[src/rtl/mire_pkg.sv]
// Shared types and constants for the mire_gen test-pattern writer:
// FSM states, pattern modes and the eight colour-bar RGB values.
package mire_pkg;

  typedef enum logic [1:0] {
    ST_IDLE  = 2'd0,
    ST_BURST = 2'd1,
    ST_GAP   = 2'd2
  } state_t;

  typedef enum logic [1:0] {
    MODE_VSTRIPE = 2'd0,
    MODE_HSTRIPE = 2'd1,
    MODE_CHECKER = 2'd2,
    MODE_BARS    = 2'd3
  } mode_t;

  localparam logic [23:0] RGB_WHITE = 24'hFFFFFF;
  localparam logic [23:0] RGB_BLACK = 24'h000000;

  // Colour bars, left to right
  localparam logic [23:0] BAR_RGB0 = 24'hFFFFFF;
  localparam logic [23:0] BAR_RGB1 = 24'hFFFF00;
  localparam logic [23:0] BAR_RGB2 = 24'h00FFFF;
  localparam logic [23:0] BAR_RGB3 = 24'h00FF00;
  localparam logic [23:0] BAR_RGB4 = 24'hFF00FF;
  localparam logic [23:0] BAR_RGB5 = 24'hFF0000;
  localparam logic [23:0] BAR_RGB6 = 24'h0000FF;
  localparam logic [23:0] BAR_RGB7 = 24'h000000;

  function automatic logic [23:0] bar_rgb(input logic [2:0] idx);
    case (idx)
      3'd0:    return BAR_RGB0;
      3'd1:    return BAR_RGB1;
      3'd2:    return BAR_RGB2;
      3'd3:    return BAR_RGB3;
      3'd4:    return BAR_RGB4;
      3'd5:    return BAR_RGB5;
      3'd6:    return BAR_RGB6;
      default: return BAR_RGB7;
    endcase
  endfunction

endpackage

[src/rtl/mire_pixel.sv]
// Combinational pixel colour: (effective x, y, mode) -> 24-bit RGB.
module mire_pixel
  import mire_pkg::*;
#(
  parameter int HDISP  = 800,
  parameter int STRIPE = 4,
  parameter int XW     = 10,
  parameter int YW     = 9
) (
  input  logic [XW-1:0] i_xe,
  input  logic [YW-1:0] i_y,
  input  mode_t         i_mode,
  output logic [23:0]   o_rgb
);

  localparam int SW = $clog2(STRIPE);

  logic [XW-1:0] w_xs;
  logic [YW-1:0] w_ys;
  logic [2:0]    w_bar;

  assign w_xs = i_xe >> SW;
  assign w_ys = i_y >> SW;

  // Bar index by comparing against constant bar edges (avoids a divider)
  always_comb begin
    w_bar = 3'd0;
    for (int k = 1; k < 8; k++) begin
      if (int'(i_xe) >= k * (HDISP / 8)) w_bar = 3'(k);
    end
  end

  // Pattern select
  always_comb begin
    o_rgb = RGB_BLACK;
    case (i_mode)
      MODE_VSTRIPE: o_rgb = w_xs[0] ? RGB_WHITE : RGB_BLACK;
      MODE_HSTRIPE: o_rgb = w_ys[0] ? RGB_WHITE : RGB_BLACK;
      MODE_CHECKER: o_rgb = (w_xs[0] ^ w_ys[0]) ? RGB_WHITE : RGB_BLACK;
      MODE_BARS:    o_rgb = bar_rgb(w_bar);
      default:      o_rgb = RGB_BLACK;
    endcase
  end

endmodule

[src/rtl/mire_gen.sv]
// Test-pattern generator writing one 32-bit pixel per Wishbone ack into a
// linear framebuffer, in bursts separated by a single idle cycle.
// Optional feature macro: MIRE_SCROLL_EN (horizontal scroll by one pixel per frame).
// Handshake: a write transfers on a clock edge where wshb_stb=1 and
// wshb_ack=1; while stb=1 and ack=0 the address and data hold steady.
module mire_gen
  import mire_pkg::*;
#(
  parameter int          HDISP     = 800,
  parameter int          VDISP     = 480,
  parameter int          BURST_LEN = 64,
  parameter int          STRIPE    = 4,
  parameter logic [31:0] BASE_ADR  = 32'h0
) (
  input  logic        clk,
  input  logic        rst_n,
  input  logic        enable,
  input  logic [1:0]  mode,
  output logic        frame_done,
  output logic [31:0] wshb_adr,
  output logic [31:0] wshb_dat_ms,
  output logic        wshb_we,
  output logic [3:0]  wshb_sel,
  output logic        wshb_stb,
  output logic        wshb_cyc,
  output logic [2:0]  wshb_cti,
  output logic [1:0]  wshb_bte,
  input  logic        wshb_ack,
  output logic [1:0]  o_dbg_state
);

  localparam int XW = (HDISP > 1) ? $clog2(HDISP) : 1;
  localparam int YW = (VDISP > 1) ? $clog2(VDISP) : 1;
  localparam int BW = (BURST_LEN > 1) ? $clog2(BURST_LEN) : 1;
  localparam logic [XW-1:0] X_LAST = XW'(HDISP - 1);
  localparam logic [YW-1:0] Y_LAST = YW'(VDISP - 1);
  localparam logic [BW-1:0] B_LAST = BW'(BURST_LEN - 1);

  state_t        r_state, w_state_nxt;
  logic [XW-1:0] r_x, w_x_nxt;
  logic [YW-1:0] r_y, w_y_nxt;
  logic [31:0]   r_adr, w_adr_nxt;
  logic [23:0]   r_dat;
  mode_t         r_mode, w_mode_nxt;
  logic [BW-1:0] r_bcnt, w_bcnt_nxt;
  logic          r_frame_end, w_frame_end_nxt;
  logic          w_frame_done;
  logic          w_last_x, w_last_pix;
  logic [XW-1:0] w_xe;
  logic [23:0]   w_rgb;

  assign w_last_x   = (r_x == X_LAST);
  assign w_last_pix = w_last_x && (r_y == Y_LAST);

  // Next-state, pixel walk and frame bookkeeping
  always_comb begin
    w_state_nxt     = r_state;
    w_x_nxt         = r_x;
    w_y_nxt         = r_y;
    w_adr_nxt       = r_adr;
    w_mode_nxt      = r_mode;
    w_bcnt_nxt      = r_bcnt;
    w_frame_end_nxt = r_frame_end;
    w_frame_done    = 1'b0;
    case (r_state)
      ST_IDLE: begin
        // IDLE is only ever held at pixel (0,0), so this is a frame start
        if (enable) begin
          w_state_nxt     = ST_BURST;
          w_mode_nxt      = mode_t'(mode);
          w_bcnt_nxt      = '0;
          w_frame_end_nxt = 1'b0;
        end
      end
      ST_BURST: begin
        if (wshb_ack) begin
          w_bcnt_nxt = r_bcnt + BW'(1);
          if (w_last_pix) begin
            w_x_nxt         = '0;
            w_y_nxt         = '0;
            w_adr_nxt       = BASE_ADR;
            w_frame_done    = 1'b1;
            w_frame_end_nxt = 1'b1;
            w_state_nxt     = ST_GAP;
          end else begin
            w_adr_nxt = r_adr + 32'd4;
            if (w_last_x) begin
              w_x_nxt = '0;
              w_y_nxt = r_y + YW'(1);
            end else begin
              w_x_nxt = r_x + XW'(1);
            end
            if (r_bcnt == B_LAST) w_state_nxt = ST_GAP;
          end
        end
      end
      ST_GAP: begin
        w_bcnt_nxt = '0;
        if (r_frame_end && !enable) begin
          w_state_nxt     = ST_IDLE;
          w_frame_end_nxt = 1'b0;
        end else begin
          w_state_nxt = ST_BURST;
          if (r_frame_end) begin
            w_mode_nxt      = mode_t'(mode);
            w_frame_end_nxt = 1'b0;
          end
        end
      end
      default: w_state_nxt = ST_IDLE;
    endcase
  end

`ifdef MIRE_SCROLL_EN
  logic [XW-1:0] r_off, w_off_nxt;
  logic [XW:0]   w_sum;

  // Scroll offset steps once per completed frame, modulo HDISP
  always_comb begin
    w_off_nxt = r_off;
    if (w_frame_done) w_off_nxt = (r_off == X_LAST) ? '0 : r_off + XW'(1);
  end

  assign w_sum = {1'b0, w_x_nxt} + {1'b0, w_off_nxt};
  assign w_xe  = (w_sum >= (XW+1)'(HDISP)) ? XW'(w_sum - (XW+1)'(HDISP)) : w_sum[XW-1:0];

  // Scroll offset register
  always_ff @(posedge clk) begin
    if (!rst_n) r_off <= '0;
    else        r_off <= w_off_nxt;
  end
`else
  assign w_xe = w_x_nxt;
`endif

  mire_pixel #(
    .HDISP (HDISP),
    .STRIPE(STRIPE),
    .XW    (XW),
    .YW    (YW)
  ) u_pixel (
    .i_xe  (w_xe),
    .i_y   (w_y_nxt),
    .i_mode(w_mode_nxt),
    .o_rgb (w_rgb)
  );

  // State and datapath registers; data is precomputed for the next pixel
  always_ff @(posedge clk) begin
    if (!rst_n) begin
      r_state     <= ST_IDLE;
      r_x         <= '0;
      r_y         <= '0;
      r_adr       <= BASE_ADR;
      r_dat       <= '0;
      r_mode      <= MODE_VSTRIPE;
      r_bcnt      <= '0;
      r_frame_end <= 1'b0;
    end else begin
      r_state     <= w_state_nxt;
      r_x         <= w_x_nxt;
      r_y         <= w_y_nxt;
      r_adr       <= w_adr_nxt;
      r_dat       <= w_rgb;
      r_mode      <= w_mode_nxt;
      r_bcnt      <= w_bcnt_nxt;
      r_frame_end <= w_frame_end_nxt;
    end
  end

  assign wshb_stb    = (r_state == ST_BURST);
  assign wshb_cyc    = wshb_stb;
  assign wshb_adr    = r_adr;
  assign wshb_dat_ms = {8'h00, r_dat};
  assign wshb_we     = 1'b1;
  assign wshb_sel    = 4'hF;
  assign wshb_cti    = 3'd0;
  assign wshb_bte    = 2'd0;
  assign frame_done  = w_frame_done;
  assign o_dbg_state = r_state;

endmodule

[config.mk]
export PLATFORM = sky130hd
export DESIGN_NAME = mire_gen
export DESIGN_NICKNAME = d
export VERILOG_FILES = /design/src/rtl/mire_pkg.sv /design/src/rtl/mire_pixel.sv /design/src/rtl/mire_gen.sv
export SDC_FILE = /design/constraint.sdc
export NUM_CORES = 1
export LEC_CHECK = 0
export ABC_CLOCK_PERIOD_IN_PS = 2100
export BUFFER_PORTS_ARGS = -buffer_cell sky130_fd_sc_hd__buf_2
export CAP_MARGIN = 20
export CORE_ASPECT_RATIO = 0.6
export CORE_MARGIN = 1.5
export CORE_UTILIZATION = 49
export CTS_CLUSTER_DIAMETER = 40
export DETAILED_ROUTE_END_ITERATION = 10
export HOLD_SLACK_MARGIN = 0.15
export PLACE_DENSITY = 0.77
export SYNTH_ARGS = -nofsm -noshare
export SYNTH_HDL_FRONTEND = slang
export SYNTH_SLANG_ARGS = --single-unit
[constraint.sdc]
create_clock -name clk -period 2.1 [get_ports clk]
set_input_delay 0.21 -clock clk [delete_from_list [all_inputs] [get_ports clk]]
set_output_delay 0.21 -clock clk [all_outputs]
set_load 0.03 [all_outputs]
==> PnR_summary.wiki <==
{| class="wikitable"
! Metric !! Value
|-
| Outcome || completed
|-
| DR vias/cell || 5.51
|-
| Worst Reg-to-Reg Cells || 8
|-
| Final count of pins violating max slew || 0
|-
| Dpl hpwl || approximately 6600 um
|-
| Static Leakage || between 1.5 and 2 nW
|-
| Total count of hold-check failures in the final report || 0
|-
| Max stage delay on crit path || 0.46 ns
|-
| Warnings, synthesis || 0
|-
| Root Driver || clkbuf_16
|-
| Cell Chain, Critical Path || inv_1 > nor4_4 > xnor2_2 > buf_4 > a311oi_2 > mux2_4 > mux2i_1 > a21o_1
|-
| Required @ worst endpoint || ~2.3 ns
|-
| Path type of the worst min-delay path || primary input to flop
|-
| Fin util || 0.664
|-
| Max-cap viol count || 0
|-
| Floorplan Core Area || approximately 6800 um2
|-
| Startpoint type of the worst setup path || flop
|-
| CTS max path bufs || 2
|-
| Clock tree sinks || 63
|-
| Part of the Yosys area used for sequential elements || 0.357
|-
| Top flip-flop cell by instance count after synthesis || dfxtp_1
|-
| Type of destination of the critical path || flop
|-
| Ratio of total power to cell area || 625 nW/um2
|-
| Share of the clock period used by the worst path after layout || 1.00
|-
| Routability Congestion || 0.954
|-
| Clock latency on the worst-skew pair || 0.33 ns
|-
| Largest net degree at the start of global routing || 34
|-
| Global-route wire length before repair || 14400 um
|-
| Cell taking the most area after synthesis || dfxtp_1
|-
| Total area of multi-input combinational cells || 2180 um2
|-
| Cts bufs inserted || 9
|-
| Final routed wire length divided by cell count || ~16 um
|-
| Critical-path maximum fanout || 5
|-
| Summed instance area of the synthesized netlist || roughly 3500 um2
|-
| Share of final-layout standard cells stronger than drive strength 1 || 0.346
|-
| Register area || 1270 um2
|-
| Starting utilization of the core area || 0.518
|-
| Initial antenna violation count || 0
|-
| WP data arrival || 2.32 ns
|-
| Internal reg-to-reg setup slack || 0.0008 ns
|-
| Die Area || 7750 um2
|-
| DIE HEIGHT || 68.8 um
|-
| Shortest clock period the worst path allows after layout || 2.10 ns
|-
| Slew of the pin with the lowest slew margin || 0.560 ns
|-
| Top-level port count || 85
|-
| Post-route cell area || 4530 um2
|-
| Max IR drop VDD || 0.523 mV
|-
| Filler Cells Inserted || 528
|-
| Routed Antenna Nets || 0
|-
| Port Buffer Count || 64
|-
| Unrepaired setup endpoints after global routing || true
|-
| Start point of the worst min-delay path || rst_n
|-
| Leading cell type in the layout, fill and taps excluded || buf_2
|-
| Worst rel slew slack || 0.623
|-
| Total Routed Length || 9480 um
|-
| # rows || 23
|-
| Inserted Diodes || 0
|-
| Top library cells by usage in the layout, fill and taps aside || buf_2 (64), nor2_1 (61), dfxtp_1 (54)
|-
| GRT Util Overall || 0.242
|-
| Non-Filler Instances || 602
|-
| Clock edge transition at the registers on the reported setup and hold paths || 0.05 ns
|-
| GRT Residual Overflow || 0
|-
| Clock tree from TritonCTS || yes
|-
| Largest cells by area after synthesis || dfxtp_1 (36%), buf_4 (9.3%), nor2_1 (6.6%)
|-
| Cell area after placement || 3990 um2
|-
| Syn_area_per_cell || 8.26 um2
|-
| Placed cell count || slightly below 600
|-
| Maximum operating frequency || about 480 MHz
|-
| Count of different cell masters after synthesis || 65
|-
| Synthesized flop and latch total || 63
|-
| Gate count of the mapped netlist || 428
|-
| Highest-delay cell along the critical path || dfxtp_1
|-
| Number of remaining DRC errors || 0
|-
| Crit Path Class || flop to flop
|-
| 1st-iter DRT viols || 166
|-
| Yosys top cell area share || 0.357
|-
| Count of endpoints failing setup in the final report || 0
|-
| Number of detailed-route iterations in the first pass || 4
|-
| Layout-stage area growth over the synthesis result || 28.2%
|-
| Start of the worst register-to-register path || r_x[6]$_SDFF_PN0_
|-
| Count of nets after finishing || 520
|-
| Worst Hold Depth || 2
|-
| Worst setup margin || about 0.00079 ns
|-
| Pre-CTS setup slack || -0.128 ns
|-
| Total number of vias || 3316
|-
| CTS H-tree depth || 3
|-
| Final worst clock skew || between 0.004 and 0.005 ns
|-
| Number of global-route vias before repair || 2890
|-
| Endpoint, Worst Hold || r_dat[15]$_SDFF_PN0_
|-
| Die Wd || 113 um
|-
| EDFF count, synth || 0
|-
| Hold Slack || around 0.21 ns
|-
| Proportion of synthesized flip-flops having asynchronous set or reset || 0
|-
| Endpoint of the most critical register-to-register path || r_dat[22]$_SDFF_PN0_
|-
| Worst setup path startpoint || r_x[6]$_SDFF_PN0_
|}
-- worst max path at each step --
stage | to
global placement | r_dat[7]$_SDFF_PN0_
global route | r_dat[7]$_SDFF_PN0_
floorplan | r_dat[7]$_SDFF_PN0_
CTS | r_dat[7]$_SDFF_PN0_
finish | r_dat[22]$_SDFF_PN0_
detailed placement | r_dat[7]$_SDFF_PN0_
-- final cells by class --
type / count / share of cell area
multi-input cells: 318 / 0.480
flip-flops and latches: 63 / 0.281
repair buffers: 107 / 0.145
clock buffers: 11 / 0.0536
well taps: 87 / 0.0240
inverters: 11 / 0.00911
clock inverters: 5 / 0.00746
-- worst max-delay path: cells and delay by family, from the launching register on --
kind | cells | cell delay, ns
AOI/OAI and AO/OA | 2 | 0.47
DFF | 1 | 0.46
and+or+nand+nor | 1 | 0.33
buffers and inverters | 2 | 0.30
muxes | 2 | 0.27
xor gates and xnor gates | 1 | 0.17
-- power by group --
part	internal [mW]	switching [mW]	total (mW)
sequential	1.21	0.0135	1.22
combinational	0.0713	0.175	0.246
clock	0.827	0.536	1.36
total	2.11	0.725	2.83
-- routing by layer --
metal  part of all wire  routed length (um)  global-route usage
met3              0.081                 772              0.0822
met2               0.44                4210               0.361
met5                  0                   0                   0
met1               0.46                4350               0.331
met4              0.016                 150              0.0775
-- synthesized netlist by cell type (2+ instances only) --
library cell,count
or3b_2,2
o21a_1,4
xnor2_1,20
and2_1,4
buf_4,44
ha_1,4
nand2_1,28
o211ai_1,3
nand4_1,10
a211oi_1,6
and3_1,8
nor4_1,5
xor2_1,16
nand2b_1,3
o21ai_0,13
a22oi_1,2
nor2_1,62
clkbuf_1,7
a21oi_1,16
a31oi_1,2
nor4_2,2
o21ai_2,2
nand3_1,25
conb_1,2
inv_1,11
a41oi_1,2
buf_2,3
nor3_1,13
or3_1,8
nand4_2,2
dfxtp_1,63
and4_1,3
-- logic make-up (layout without fill, tap and decap cells) --
group,after synthesis,count (layout),synth area share
AOI/OAI and AO/OA,65,65,0.125
xor gates and xnor gates,36,36,0.0892
adders and majority gates,4,4,0.0142
buffers and inverters,66,134,0.118
DFF,63,63,0.357
muxes,3,4,0.00991
other,2,20,0.00212
and+or+nand+nor,189,189,0.285
-- state kept, by name, summed over array words and instances (netlist names) --
signal	flops
r_dat	3
r_bcnt	6
r_x	10
r_frame_end	1
o_dbg_state	2
r_mode	2
r_y	9
wshb_adr	30
-- stage by stage --
stage	power (mW)	setup TNS [ns]
floorplan	1.45	0
global placement	1.47	-0.130
detailed placement	1.48	-0.346
CTS	2.85	0
global route	2.92	-0.172
finish	2.83	0
-- repair_timing --
item	CTS	global route
endpoints found under the setup margin	3	10
hold buffers	0	0
endpoints found under the hold margin	0	0
gates cloned	0	1
setup buffers	0	2
pin swaps	1	12
gates resized for setup	12	34
(Power assumes the default switching activity.)
